`src/rtl/ccc_rst_pkg.sv`:
```
// Shared types and constants for the CCC reset/power-up sequencer.
package ccc_rst_pkg;

    typedef enum logic [2:0] {
        ST_WAIT_LOCK   = 3'd0,
        ST_LOCK_STABLE = 3'd1,
        ST_CAM_RESET   = 3'd2,
        ST_CAM_SETTLE  = 3'd3,
        ST_RUN         = 3'd4
    } rst_state_e;

    localparam int DEF_SYNC_STAGES        = 2;
    localparam int DEF_LOCK_STABLE_CYCLES = 4096;
    localparam int DEF_CAM_RESET_CYCLES   = 400;
    localparam int DEF_CAM_SETTLE_CYCLES  = 40000;

    // Width of the shared counter: it only has to reach (largest count - 1).
    function automatic int cnt_width(input int a, input int b, input int c);
        int m;
        m = a;
        if (b > m) m = b;
        if (c > m) m = c;
        return (m <= 1) ? 1 : $clog2(m);
    endfunction

endpackage

```
`src/rtl/ccc_lock_synchronizer.sv`:
```
// Multi-flop synchroniser bringing the asynchronous CCC LOCK into the GL0 domain.
module ccc_lock_synchronizer
    import ccc_rst_pkg::*;
#(
    parameter int SYNC_STAGES = DEF_SYNC_STAGES
) (
    input  logic clk,
    input  logic rst_n,
    input  logic lock_async,
    output logic lock_q
);

    logic [SYNC_STAGES-1:0] sync_q;
    logic [SYNC_STAGES-1:0] sync_d;

    // Shift the raw lock level one stage further down the chain each cycle.
    always_comb begin
        sync_d = {sync_q[SYNC_STAGES-2:0], lock_async};
    end

    // Chain flops; reset flushes the chain so lock reads low after reset.
    always_ff @(posedge clk) begin
        if (!rst_n) begin
            sync_q <= '0;
        end else begin
            sync_q <= sync_d;
        end
    end

    assign lock_q = sync_q[SYNC_STAGES-1];

endmodule

```
`src/rtl/ccc_reset_sequencer.sv`:
```
// Reset/power-up sequencer downstream of the CCC: qualifies LOCK, then
// releases camera power-down/reset and finally the fabric reset.
// Optional build macro CCC_RST_CAM_SEQ_EN enables the camera PWDN/RESET
// phases; without it LOCK_STABLE leads straight to RUN, CAM_PWDN is tied
// low and CAM_RESET_N follows FABRIC_RESET_N.
module ccc_reset_sequencer
    import ccc_rst_pkg::*;
#(
    parameter int SYNC_STAGES        = DEF_SYNC_STAGES,
    parameter int LOCK_STABLE_CYCLES = DEF_LOCK_STABLE_CYCLES,
    parameter int CAM_RESET_CYCLES   = DEF_CAM_RESET_CYCLES,
    parameter int CAM_SETTLE_CYCLES  = DEF_CAM_SETTLE_CYCLES
) (
    input  logic GL0,
    input  logic RESET_N,
    input  logic LOCK,
    output logic FABRIC_RESET_N,
    output logic CAM_PWDN,
    output logic CAM_RESET_N,
    output logic SYS_READY,
    output logic LOCK_LOST
);

    localparam int CNT_W = cnt_width(LOCK_STABLE_CYCLES, CAM_RESET_CYCLES, CAM_SETTLE_CYCLES);
    localparam logic [CNT_W-1:0] LS_LAST = CNT_W'(LOCK_STABLE_CYCLES - 1);
`ifdef CCC_RST_CAM_SEQ_EN
    localparam logic [CNT_W-1:0] CR_LAST = CNT_W'(CAM_RESET_CYCLES - 1);
    localparam logic [CNT_W-1:0] CS_LAST = CNT_W'(CAM_SETTLE_CYCLES - 1);
`endif

    logic             lock_q;
    rst_state_e       state_q, state_d;
    logic [CNT_W-1:0] cnt_q, cnt_d;
    logic             fabric_reset_n_q, fabric_reset_n_d;
    logic             sys_ready_q, sys_ready_d;
    logic             lock_lost_q, lock_lost_d;
`ifdef CCC_RST_CAM_SEQ_EN
    logic             cam_pwdn_q, cam_pwdn_d;
    logic             cam_reset_n_q, cam_reset_n_d;
`endif

    ccc_lock_synchronizer #(
        .SYNC_STAGES(SYNC_STAGES)
    ) u_lock_sync (
        .clk        (GL0),
        .rst_n      (RESET_N),
        .lock_async (LOCK),
        .lock_q     (lock_q)
    );

    // Next-state and counter logic; lock loss overrides any count-done exit.
    always_comb begin
        state_d = state_q;
        cnt_d   = cnt_q;
        case (state_q)
            ST_WAIT_LOCK: begin
                if (lock_q) begin
                    state_d = ST_LOCK_STABLE;
                    cnt_d   = '0;
                end
            end
            ST_LOCK_STABLE: begin
                if (cnt_q == LS_LAST) begin
`ifdef CCC_RST_CAM_SEQ_EN
                    state_d = ST_CAM_RESET;
`else
                    state_d = ST_RUN;
`endif
                    cnt_d   = '0;
                end else begin
                    cnt_d = cnt_q + CNT_W'(1);
                end
            end
`ifdef CCC_RST_CAM_SEQ_EN
            ST_CAM_RESET: begin
                if (cnt_q == CR_LAST) begin
                    state_d = ST_CAM_SETTLE;
                    cnt_d   = '0;
                end else begin
                    cnt_d = cnt_q + CNT_W'(1);
                end
            end
            ST_CAM_SETTLE: begin
                if (cnt_q == CS_LAST) begin
                    state_d = ST_RUN;
                    cnt_d   = '0;
                end else begin
                    cnt_d = cnt_q + CNT_W'(1);
                end
            end
`endif
            ST_RUN: begin
                cnt_d = '0;
            end
            default: begin
                state_d = ST_WAIT_LOCK;
                cnt_d   = '0;
            end
        endcase
        if (!lock_q && (state_q != ST_WAIT_LOCK)) begin
            state_d = ST_WAIT_LOCK;
            cnt_d   = '0;
        end
    end

    // Output decode from the next state so outputs move on the same edge as the FSM.
    always_comb begin
        fabric_reset_n_d = (state_d == ST_RUN);
        sys_ready_d      = (state_d == ST_RUN);
        lock_lost_d      = lock_lost_q | ((state_q == ST_RUN) && !lock_q);
`ifdef CCC_RST_CAM_SEQ_EN
        cam_pwdn_d       = (state_d == ST_WAIT_LOCK) || (state_d == ST_LOCK_STABLE);
        cam_reset_n_d    = (state_d == ST_CAM_SETTLE) || (state_d == ST_RUN);
`endif
    end

    // State, counter and output registers with synchronous active-low reset.
    always_ff @(posedge GL0) begin
        if (!RESET_N) begin
            state_q          <= ST_WAIT_LOCK;
            cnt_q            <= '0;
            fabric_reset_n_q <= 1'b0;
            sys_ready_q      <= 1'b0;
            lock_lost_q      <= 1'b0;
`ifdef CCC_RST_CAM_SEQ_EN
            cam_pwdn_q       <= 1'b1;
            cam_reset_n_q    <= 1'b0;
`endif
        end else begin
            state_q          <= state_d;
            cnt_q            <= cnt_d;
            fabric_reset_n_q <= fabric_reset_n_d;
            sys_ready_q      <= sys_ready_d;
            lock_lost_q      <= lock_lost_d;
`ifdef CCC_RST_CAM_SEQ_EN
            cam_pwdn_q       <= cam_pwdn_d;
            cam_reset_n_q    <= cam_reset_n_d;
`endif
        end
    end

    assign FABRIC_RESET_N = fabric_reset_n_q;
    assign SYS_READY      = sys_ready_q;
    assign LOCK_LOST      = lock_lost_q;
`ifdef CCC_RST_CAM_SEQ_EN
    assign CAM_PWDN       = cam_pwdn_q;
    assign CAM_RESET_N    = cam_reset_n_q;
`else
    assign CAM_PWDN       = 1'b0;
    assign CAM_RESET_N    = fabric_reset_n_q;
`endif

endmodule

```
`config.mk`:
```
export PLATFORM = sky130hd
export DESIGN_NAME = ccc_reset_sequencer
export DESIGN_NICKNAME = d
export VERILOG_FILES = /design/src/rtl/ccc_rst_pkg.sv /design/src/rtl/ccc_lock_synchronizer.sv /design/src/rtl/ccc_reset_sequencer.sv
export SDC_FILE = /design/constraint.sdc
export NUM_CORES = 1
export LEC_CHECK = 0
export ABC_AREA = 1
export BUFFER_PORTS_ARGS = -buffer_cell sky130_fd_sc_hd__buf_2
export CORE_UTILIZATION = 55
export CTS_CLUSTER_SIZE = 24
export DETAILED_ROUTE_END_ITERATION = 10
export PLACE_DENSITY = 0.73
export SYNTH_ARGS = -nofsm -noshare
export SYNTH_HDL_FRONTEND = slang
export SYNTH_SLANG_ARGS = --single-unit
```
`constraint.sdc`:
```
create_clock -name GL0 -period 1.7 [get_ports GL0]
set_clock_uncertainty 0.2 [all_clocks]
set_input_delay 0.34 -clock GL0 [delete_from_list [all_inputs] [get_ports GL0]]
set_output_delay 0.34 -clock GL0 [all_outputs]
set_load 0.01 [all_outputs]
```
Word level (Yosys, flattened, before mapping)
Index checks and enable logic that the tools add are counted.

word-level totals
  input bits = 3
  output and inout bits = 5
  register bits = 23
  word-level logic and storage cells = 26

cells by class
  reductions and logical operators = 6
  muxes and demuxes = 7
  equality and inequality tests = 5
  $add $sub $neg = 1
  bitwise gates (word level) = 2

operators by type and width
  cell                     number
  $mux W16                 2
  $pmux W16 S2             1
  $add A16 B1 Y16 const B  1
  $eq A16 B12 Y1 const B   1
  $mux W3                  3
  $pmux W3 S3              1
  $eq A3 B3 Y1 const B     2
  $eq A3 B1 Y1 const B     1
  $logic_not A3 Y1         1
  $reduce_bool A3 Y1       1
  $logic_and A1 B1 Y1      2
  $ne A2 B1 Y1 const B     1
  $reduce_or A2 Y1         1
  $logic_not A1 Y1         1
  $not A1 Y1               1
  $or A1 B1 Y1             1

Longest topological paths before layout
Gate-level depths: netlist of run 1.

  depth in word-level cells = 5
  depth in mapped cells = 11
  depth with buffers taken out = 10

Modules after synthesis
From an unflattened synthesis of run 1, not the netlist that was laid out.

second synthesis, totals
  cell total of the unflattened synthesis = 157
  area, all modules = 1132.3 sq um

modules (own cells, without submodules)
  module                 area each (sq um)  times used  cells each  sequential area each (sq um)
  ccc_reset_sequencer    1077.3             1           151         420.4
  ccc_lock_synchronizer  55.1               1           6           40.0

Worst setup path before layout of run 1
No wires, ideal clock.

  path type = reg-to-reg
  start = reg cnt_q[0]
  end = reg cnt_q[12]
  path buffers = 1
  required time = 1383 ps
  setup time = 117 ps
  slack = 115 ps
  period minus slack after synthesis = 1585 ps
  arrival = 1268 ps
  cell stages (with the launch flop) = 12
  cells stage by stage = dfxtp_1 ha_1 nand2_1 nor2_4 nand2_4 inv_2 nand2_4 nand2_4 nand2_4 nand2_4 buf_12 nor2_2

on the way
  cells in the longest elaborated chain, start to end = 3
  elaborated cells between the ends (all ways) = 4
  those cells by class = 1 x add/sub; 1 x eq/ne; 2 x mux

ends and longest elaborated chain
  element                                                   line                                                  source
  from (decl)                                               ccc_reset_sequencer.sv:33                             logic [CNT_W-1:0] cnt_q, cnt_d;
  from (signal assigned)                                    ccc_reset_sequencer.sv:131                            cnt_q <= cnt_d;
  $add A16 B1 Y16 / $eq A16 B12 Y1 (equally long branches)  ccc_reset_sequencer.sv:71, ccc_reset_sequencer.sv:63
  $mux W16 (*)                                              ccc_reset_sequencer.sv:63                             if (cnt_q == LS_LAST) begin
  $pmux W16 S2 (*)                                          ccc_reset_sequencer.sv:55                             case (state_q)

Every way passes the cells marked *; elsewhere a longest branch is shown, timed or not.
A chain may end at the register's enable or synchronous reset.

Worst setup path after layout of run 1
  start = reg cnt_q[0]
  end = reg cnt_q[5]

Same word-level chain as after synthesis.

==> out/results.tsv, run 1 <==
stage	metric	value	unit
route	vias per std cell	5.19	
cts	clk root buf	clkbuf_4	
placement	dpl cells	193	
cts	CTS tree	yes	
synth	Cell variety after synth	29	
timing	period utilisation layout	96.2	%
cells_and_area	nets@finish	177	
synth	Synth area leader	dfxtp_1	
grt	met2 Usage GRT	39.0	%
cts	Sink Count	23	
cells_and_area	number of diodes	0	
run_status	status	finished clean	
synth	Synth warnings	0	
floorplanning	core area	2020	um^2
job	max-cap violation count	0	
timing	setup ws final	0.0641	ns
setup_path	crit-path max FO	5	
cts	Skew-Pair Late Insertion Delay	0.31	ns
timing	Final Hold Vio Count	0	
cells_and_area	Fillers	195	
grt	initial antenna violation count	0	
cts	clock transition at the registers of the reported paths	0.12	ns
route	Initial DRC Count	19	
synth	sequential share of the synthesized area	37.7	%
placement	Placement Setup Slack	-0.0229	ns
synth	Mapped Area	1220	um^2
grt	GR Util met3	3.43	%
timing	endpoints failing setup	0	
floorplanning	Die H	49.1	um
cells_and_area	Sequential Area	465	um^2
setup_path	Critical Path AT	1.65	ns
floorplanning	I/O pin cnt	8	
pwr	Clk pwr share	29.3	%
cells_and_area	Post-Layout Cell Count	199	
floorplanning	die width	49.1	um
route	Vias	1032	
pwr	switching part of the total	23.6	%
pwr	Seq pwr share	64.1	%
pwr	pwr/cell area	639	nW/um^2
setup_path	CP Class	reg2reg	
grt	grt met1 use	25.0	%
pwr	sw power	0.000200	W
cells_and_area	share of cells above drive strength 1	29.7	%
pwr	Logic pwr share	6.6	%
synth	Area contributors post-synth	dfxtp_1 (38%), nand2_1 (7.4%), nor2_2 (7.2%), inv_1 (6.1%), nand3_1 (5.3%)	
cts	cts bufs inserted	3	
setup_path	CP Launch Type	flop	
route	Routed Antenna Nets	0	
cts	clock buffer depth	2	
pwr	Worst VDD drop	0.000434	V
placement	post-detail-place hpwl	1800	um
grt	first-pass GRT wire length	4050	um
synth	Synth Register Bits	23	
cts	hold_buf cts	0	
floorplanning	# rows	16	
synth	syn avg cell area	7.58	um^2
synth	post-synthesis cell count	161	
worst_hold_path	Worst Hold Class	in2reg	
setup_path	nature of the critical path endpoint	flop	
floorplanning	Initial Utilization	60.4	%
cts	htree depth	1	
grt	number of global-route vias before repair	982	
timing	f_max	0.611	GHz
route	wire length per cell	12.2	um
worst_hold_path	worst hold path startpoint	LOCK	
grt	Most Crowded Layer GR	met2	
pwr	Internal	0.000651	W
timing	fin crit period	1.64	ns
route	TritonRoute pass-1 iters	4	
grt	GR Overflow Total	0	
grt	largest net degree at the start of global routing	13	
timing	Max Slew Vio Count	0	
placement	PortBufs	6	
cells_and_area	Multi-input gate area	657	um^2
grt	gr usage total	22.0	%
setup_path	crit path launch	cnt_q[0]$_SDFFE_PP0P_	
setup_path	Worst EP required	1.71	ns
route	WL final	2420	um
pwr	Leak	0.552	nW
placement	RD Place Congestion	0.896	
synth	Yosys top cell area share	37.7	%
floorplanning	Die ar.	2410	um^2
cells_and_area	Area Growth Syn to Fin	9.12	%
setup_path	R2R Path Start	cnt_q[0]$_SDFFE_PP0P_	
route	DRC errors left	0	
[state kept, by name, indices dropped and copies added, names as in the netlist]
register            cells
LOCK_LOST               1
u_lock_sync.sync_q      2
cnt_q                  16
state_q                 3
SYS_READY               1
[logic make-up (layout without fill, tap and decap cells)]
logic type / after synthesis / in the layout / synth area share [%]
AO/OA/AOI/OAI: 17 / 17 / 8.30
adder cells (fa/ha/maj): 1 / 1 / 1.02
XOR/XNOR: 5 / 5 / 3.59
AND/OR/NAND/NOR: 85 / 86 / 37.6
other: 1 / 2 / 0.307
flip-flops: 23 / 23 / 37.7
buffers and inverters: 29 / 38 / 11.5
[per-stage QoR]
stage	power (W)	TNS, ns	hold slack, ns	area [um^2]	util [%]
6_report	0.000851	0	0.0105	1330	65.9
2_1_floorplan	0.000597	0	0.190	1220	-
4_1_cts	0.000852	0	0.0128	1300	64.1
5_1_grt	0.000887	-0.0342	0.0141	1330	65.9
3_5_place_dp	0.000604	-0.0429	0.215	1260	62.4
3_3_place_gp	0.000602	0	0.194	1260	62.4
[layout make-up]
class	count	share of cell area (%)
multi-input combinational	111	49.3
timing repair buffer	10	4.51
sequential	23	34.9
inverter	24	6.76
tap	27	2.54
clock buffer	4	1.97
[layer usage]
layer | wire, um | vias up | share of wire (%)
met5 | 0 | - | 0
met4 | 68 | 0 | 2.8
met3 | 54 | 8 | 2.2
met2 | 1190 | 15 | 49
met1 | 1110 | 481 | 46
li1 | - | 528 | -
[cell usage in the layout, fill, tap and decap left out, types with 2 or more instances in the layout]
master,n
nand3_1,13
conb_1,2
a21oi_1,7
inv_1,20
nand2_4,5
nand4_1,6
inv_2,4
dfxtp_2,4
nand2_2,4
nor2_2,14
buf_4,4
clkbuf_4,3
nor2_1,14
o21ai_0,2
nand2_1,23
nor2_4,3
buf_2,6
o21bai_1,2
xor2_1,4
dfxtp_1,19
[worst max-delay path, stage by stage, from the launching register on]
cell     delay (ns)
dfxtp_2        0.36
ha_2           0.20
nand2_2        0.08
nor2_4         0.15
nand2_4        0.09
inv_2          0.08
nand2_4        0.06
nand2_4        0.07
nand2_4        0.08
nand2_4        0.12
nor2_2         0.04
[power by group through the flow]
stage	logic, W	clock network, W	registers [W]
2_1_floorplan	0.0000400	0	0.000557
3_3_place_gp	0.0000449	0	0.000557
3_5_place_dp	0.0000463	0	0.000558
4_1_cts	0.0000499	0.000257	0.000546
5_1_grt	0.0000609	0.000280	0.000546
6_report	0.0000562	0.000249	0.000545
[path summary, 6_finish.rpt]
path                                       to  slack, ns  depth (start not counted)
max                     cnt_q[5]$_SDFFE_PP0P_       0.06                         10
min          u_lock_sync.sync_q[0]$_SDFF_PN0_       0.01                          3
max reg2reg             cnt_q[5]$_SDFFE_PP0P_       0.06                         10
min reg2reg  u_lock_sync.sync_q[1]$_SDFF_PN0_       0.23                          2
[cells in the mapped netlist]
cell type  instances
nor2_1            15
nand3_2            1
xor2_1             4
nand2_1           24
o21ai_0            2
nor3_2             1
o21ai_1            1
buf_12             1
a21oi_1            7
dfxtp_1           23
o21bai_1           2
conb_1             1
a31oi_1            1
o31ai_1            1
inv_2              4
nand3_1           13
nor3_1             1
nand4_1            6
inv_1             20
o21a_1             1
nand2_4            5
a21o_1             1
nor2_4             2
nand2_2            3
nor2_2            14
o211ai_1           1
xnor2_1            1
ha_1               1
buf_4              4
[what timing repair did]
action                     4_1_cts  5_1_grt
buffers inserted                 0        1
setup endpoints to repair        9       17
cloned                           0        1
pin swaps                        0        1
resized for setup                1        8
(Power assumes the default switching activity.)
==> inputs of run 2 (changes only) <==
--- a/config.mk
+++ b/config.mk
@@ -7,6 +7,7 @@
 export LEC_CHECK = 0
 export ABC_AREA = 1
 export BUFFER_PORTS_ARGS = -buffer_cell sky130_fd_sc_hd__buf_2
+export CORE_MARGIN = 2
 export CORE_UTILIZATION = 55
 export CTS_CLUSTER_SIZE = 24
 export DETAILED_ROUTE_END_ITERATION = 10
==> run 2 against run 1 <==
- worst setup slack worse by 0.0043 ns
- global-route usage down 1.9 points
- first-iteration DRC count up 53%
- core utilization down 2.2 points
- largest power group unchanged
- via count down 0.19%
- clock power about the same
- largest cell class unchanged
==> out/results.tsv, run 2 (synthesis gave the netlist of run 1 again) <==
stage	metric	value	unit	change
run_status	status	finished clean		
worst_hold_path	worst hold path depth	3		unchanged
cells_and_area	Sequential Area	464	um^2	-0.27%
pwr	Clk pwr share	29.4	%	about the same
timing	endpoints failing setup	0		unchanged
pwr	Logic pwr share	6.8	%	+0.2 points
setup_path	Worst EP required	1.72	ns	about the same
cts	htree depth	1		unchanged
route	Routed Antenna Nets	0		unchanged
cts	clock transition at the registers of the reported paths	0.13	ns	about the same
floorplanning	Die ar.	2610	um^2	+8.3%
cts	Skew-Pair Late Insertion Delay	0.31	ns	about the same
grt	first-pass GRT wire length	4020	um	-0.69%
cells_and_area	most frequent cells in the layout	nand2_1 (23), dfxtp_1 (20), inv_1 (20)		
setup_path	R2R Path Start	cnt_q[0]$_SDFFE_PP0P_		
worst_hold_path	Worst Hold Class	in2reg		
grt	number of global-route vias before repair	966		-1.6%
pwr	Leak	0.570	nW	+3.1%
placement	post-detail-place hpwl	1760	um	-2.2%
floorplanning	Die H	51.1	um	+4.1%
setup_path	CP Class	reg2reg		
grt	initial antenna violation count	0		unchanged
setup_path	nature of the critical path endpoint	flop		
floorplanning	core area	2150	um^2	+6.2%
pwr	Worst VDD drop	0.000588	V	+35%
cells_and_area	largest register by flop count	cnt_q		
route	wire length per cell	11.8	um	-2.7%
timing	period utilisation layout	96.5	%	+0.25 points
route	vias per std cell	5.07		-2.2%
job	max-cap violation count	0		unchanged
route	TritonRoute pass-1 iters	4		unchanged
setup_path	r2r endpoint	cnt_q[14]$_SDFFE_PP0P_		
cts	CTS tree	yes		
pwr	switching part of the total	24.1	%	+0.58 points
worst_hold_path	worst hold path startpoint	RESET_N		
setup_path	Worst R2R Setup Slack	0.06	ns	about the same
grt	gr usage total	20.1	%	-1.9 points
cts	clk root buf	clkbuf_4		
worst_hold_path	Hold EP	u_lock_sync.sync_q[1]$_SDFF_PN0_		
setup_path	crit-path max FO	5		unchanged
pwr	Seq pwr share	63.8	%	-0.3 points
cells_and_area	most common cell after layout, fill and taps aside	nand2_1		
grt	largest net degree at the start of global routing	14		+1
placement	Post-DP Area	1270	um^2	+0.69%
route	Initial DRC Count	29		+10
cells_and_area	share of cells above drive strength 1	30.3	%	+0.63 points
floorplanning	# rows	17		+1
route	DRC errors left	0		unchanged
timing	Final Hold Vio Count	0		unchanged
cts	clock buffer depth	2		unchanged
setup_path	Critical Path AT	1.66	ns	about the same
cells_and_area	max reg flops	16		unchanged
route	Vias	1030		-0.19%
cells_and_area	Largest regs	cnt_q x16, state_q x3, u_lock_sync.sync_q x2		
pwr	sw power	0.000206	W	+2.9%
timing	Setup TNS	0	ns	unchanged
timing	fin crit period	1.64	ns	+0.00432 ns
floorplanning	Initial Utilization	56.8	%	-3.6 points
cells_and_area	Multi-input gate area	667	um^2	+1.5%
setup_path	worst reg-to-reg path cell count	10		unchanged
cells_and_area	Area Growth Syn to Fin	12.1	%	
placement	RD Place Congestion	0.895		-0.16%
cts	cts bufs inserted	3		unchanged
timing	f_max	0.610	GHz	-0.26%
cells_and_area	fin area	1370	um^2	+2.7%
pwr	Internal	0.000648	W	-0.33%
route	WL final	2400	um	-0.78%
cts	Sink Count	23		unchanged
setup_path	CP Launch Type	flop		
floorplanning	die width	51.1	um	+4.1%
cells_and_area	Fillers	194		-0.51%
cells_and_area	nets@finish	180		+1.7%
cells_and_area	number of diodes	0		unchanged
placement	PortBufs	6		unchanged
floorplanning	I/O pin cnt	8		unchanged
cells_and_area	Util after Layout	63.7	%	-2.2 points
timing	Fin Hold WS	0.0549	ns	+0.0445 ns
timing	Max Slew Vio Count	0		unchanged
grt	GR Overflow Total	0		unchanged
pwr	pwr/cell area	624	nW/um^2	-2.2%
[run 2: critical path, cell delays in order (launching register included)]
cell,delay (ns)
dfxtp_2,0.39
ha_4,0.16
nand2_2,0.08
nor2_4,0.16
nand2_4,0.08
inv_2,0.07
nand2_4,0.07
nand2_4,0.08
nand2_4,0.09
nand2_4,0.13
nor2_2,0.05
[run 2: layout make-up]
cell class | instances | share of cell area (%)
Sequential cell | 23 | 33.9
Clock buffer | 3 | 1.65
Tap cell | 28 | 2.56
Multi-Input combinational cell | 111 | 48.7
Inverter | 24 | 6.58
Timing Repair Buffer | 13 | 6.22
Clock inverter | 1 | 0.366
[run 2: power groups by stage]
stage	Clock [W]	Combinational [W]	Sequential, W
finish	0.000251	0.0000581	0.000545
global route	0.000281	0.0000635	0.000546
CTS	0.000258	0.0000519	0.000546
detailed placement	0	0.0000466	0.000558
global placement	0	0.0000450	0.000557
floorplan	0	0.0000400	0.000557
[run 2: worst max-delay path by stage]
stage | slack [ns] | startpoint | depth (start not counted) | to
after global routing | -0.01 | state_q[1]$_SDFF_PN0_ | 5 | cnt_q[0]$_SDFFE_PP0P_
after CTS | 0.003 | cnt_q[0]$_SDFFE_PP0P_ | 10 | cnt_q[10]$_SDFFE_PP0P_
after floorplan | 0.11 | cnt_q[0]$_SDFFE_PP0P_ | 11 | cnt_q[12]$_SDFFE_PP0P_
after detailed placement | -0.02 | cnt_q[0]$_SDFFE_PP0P_ | 10 | cnt_q[10]$_SDFFE_PP0P_
final | 0.06 | cnt_q[0]$_SDFFE_PP0P_ | 10 | cnt_q[14]$_SDFFE_PP0P_
after global placement | 0.06 | cnt_q[0]$_SDFFE_PP0P_ | 10 | cnt_q[10]$_SDFFE_PP0P_
[run 2: stage by stage]
| stage | total power [W] | setup WS [ns] | std cells |
|---|---|---|---|
| after global placement | 0.000602 | 0.0646 | 195 |
| after floorplan | 0.000597 | 0.115 | 162 |
| after CTS | 0.000856 | 0.00284 | 200 |
| after detailed placement | 0.000604 | -0.0184 | 195 |
| after global routing | 0.000890 | -0.0144 | 203 |
| final | 0.000855 | 0.0598 | 203 |
[run 2: timing repair]
action,in CTS,in global routing
cloned,0,1
setup buffers,0,2
pin swaps,0,1
resized for setup,1,8
endpoints found under the hold margin,1,0
hold buffers,1,0
setup endpoints to repair,11,19
[run 2: routing by layer]
metal	vias to the layer above	wire length [um]	global-route usage, %
met4	0	25	7.66
met5	-	0	0
li1	533	-	-
met1	474	1130	26.3
met2	18	1160	32.9
met3	5	86	3.51
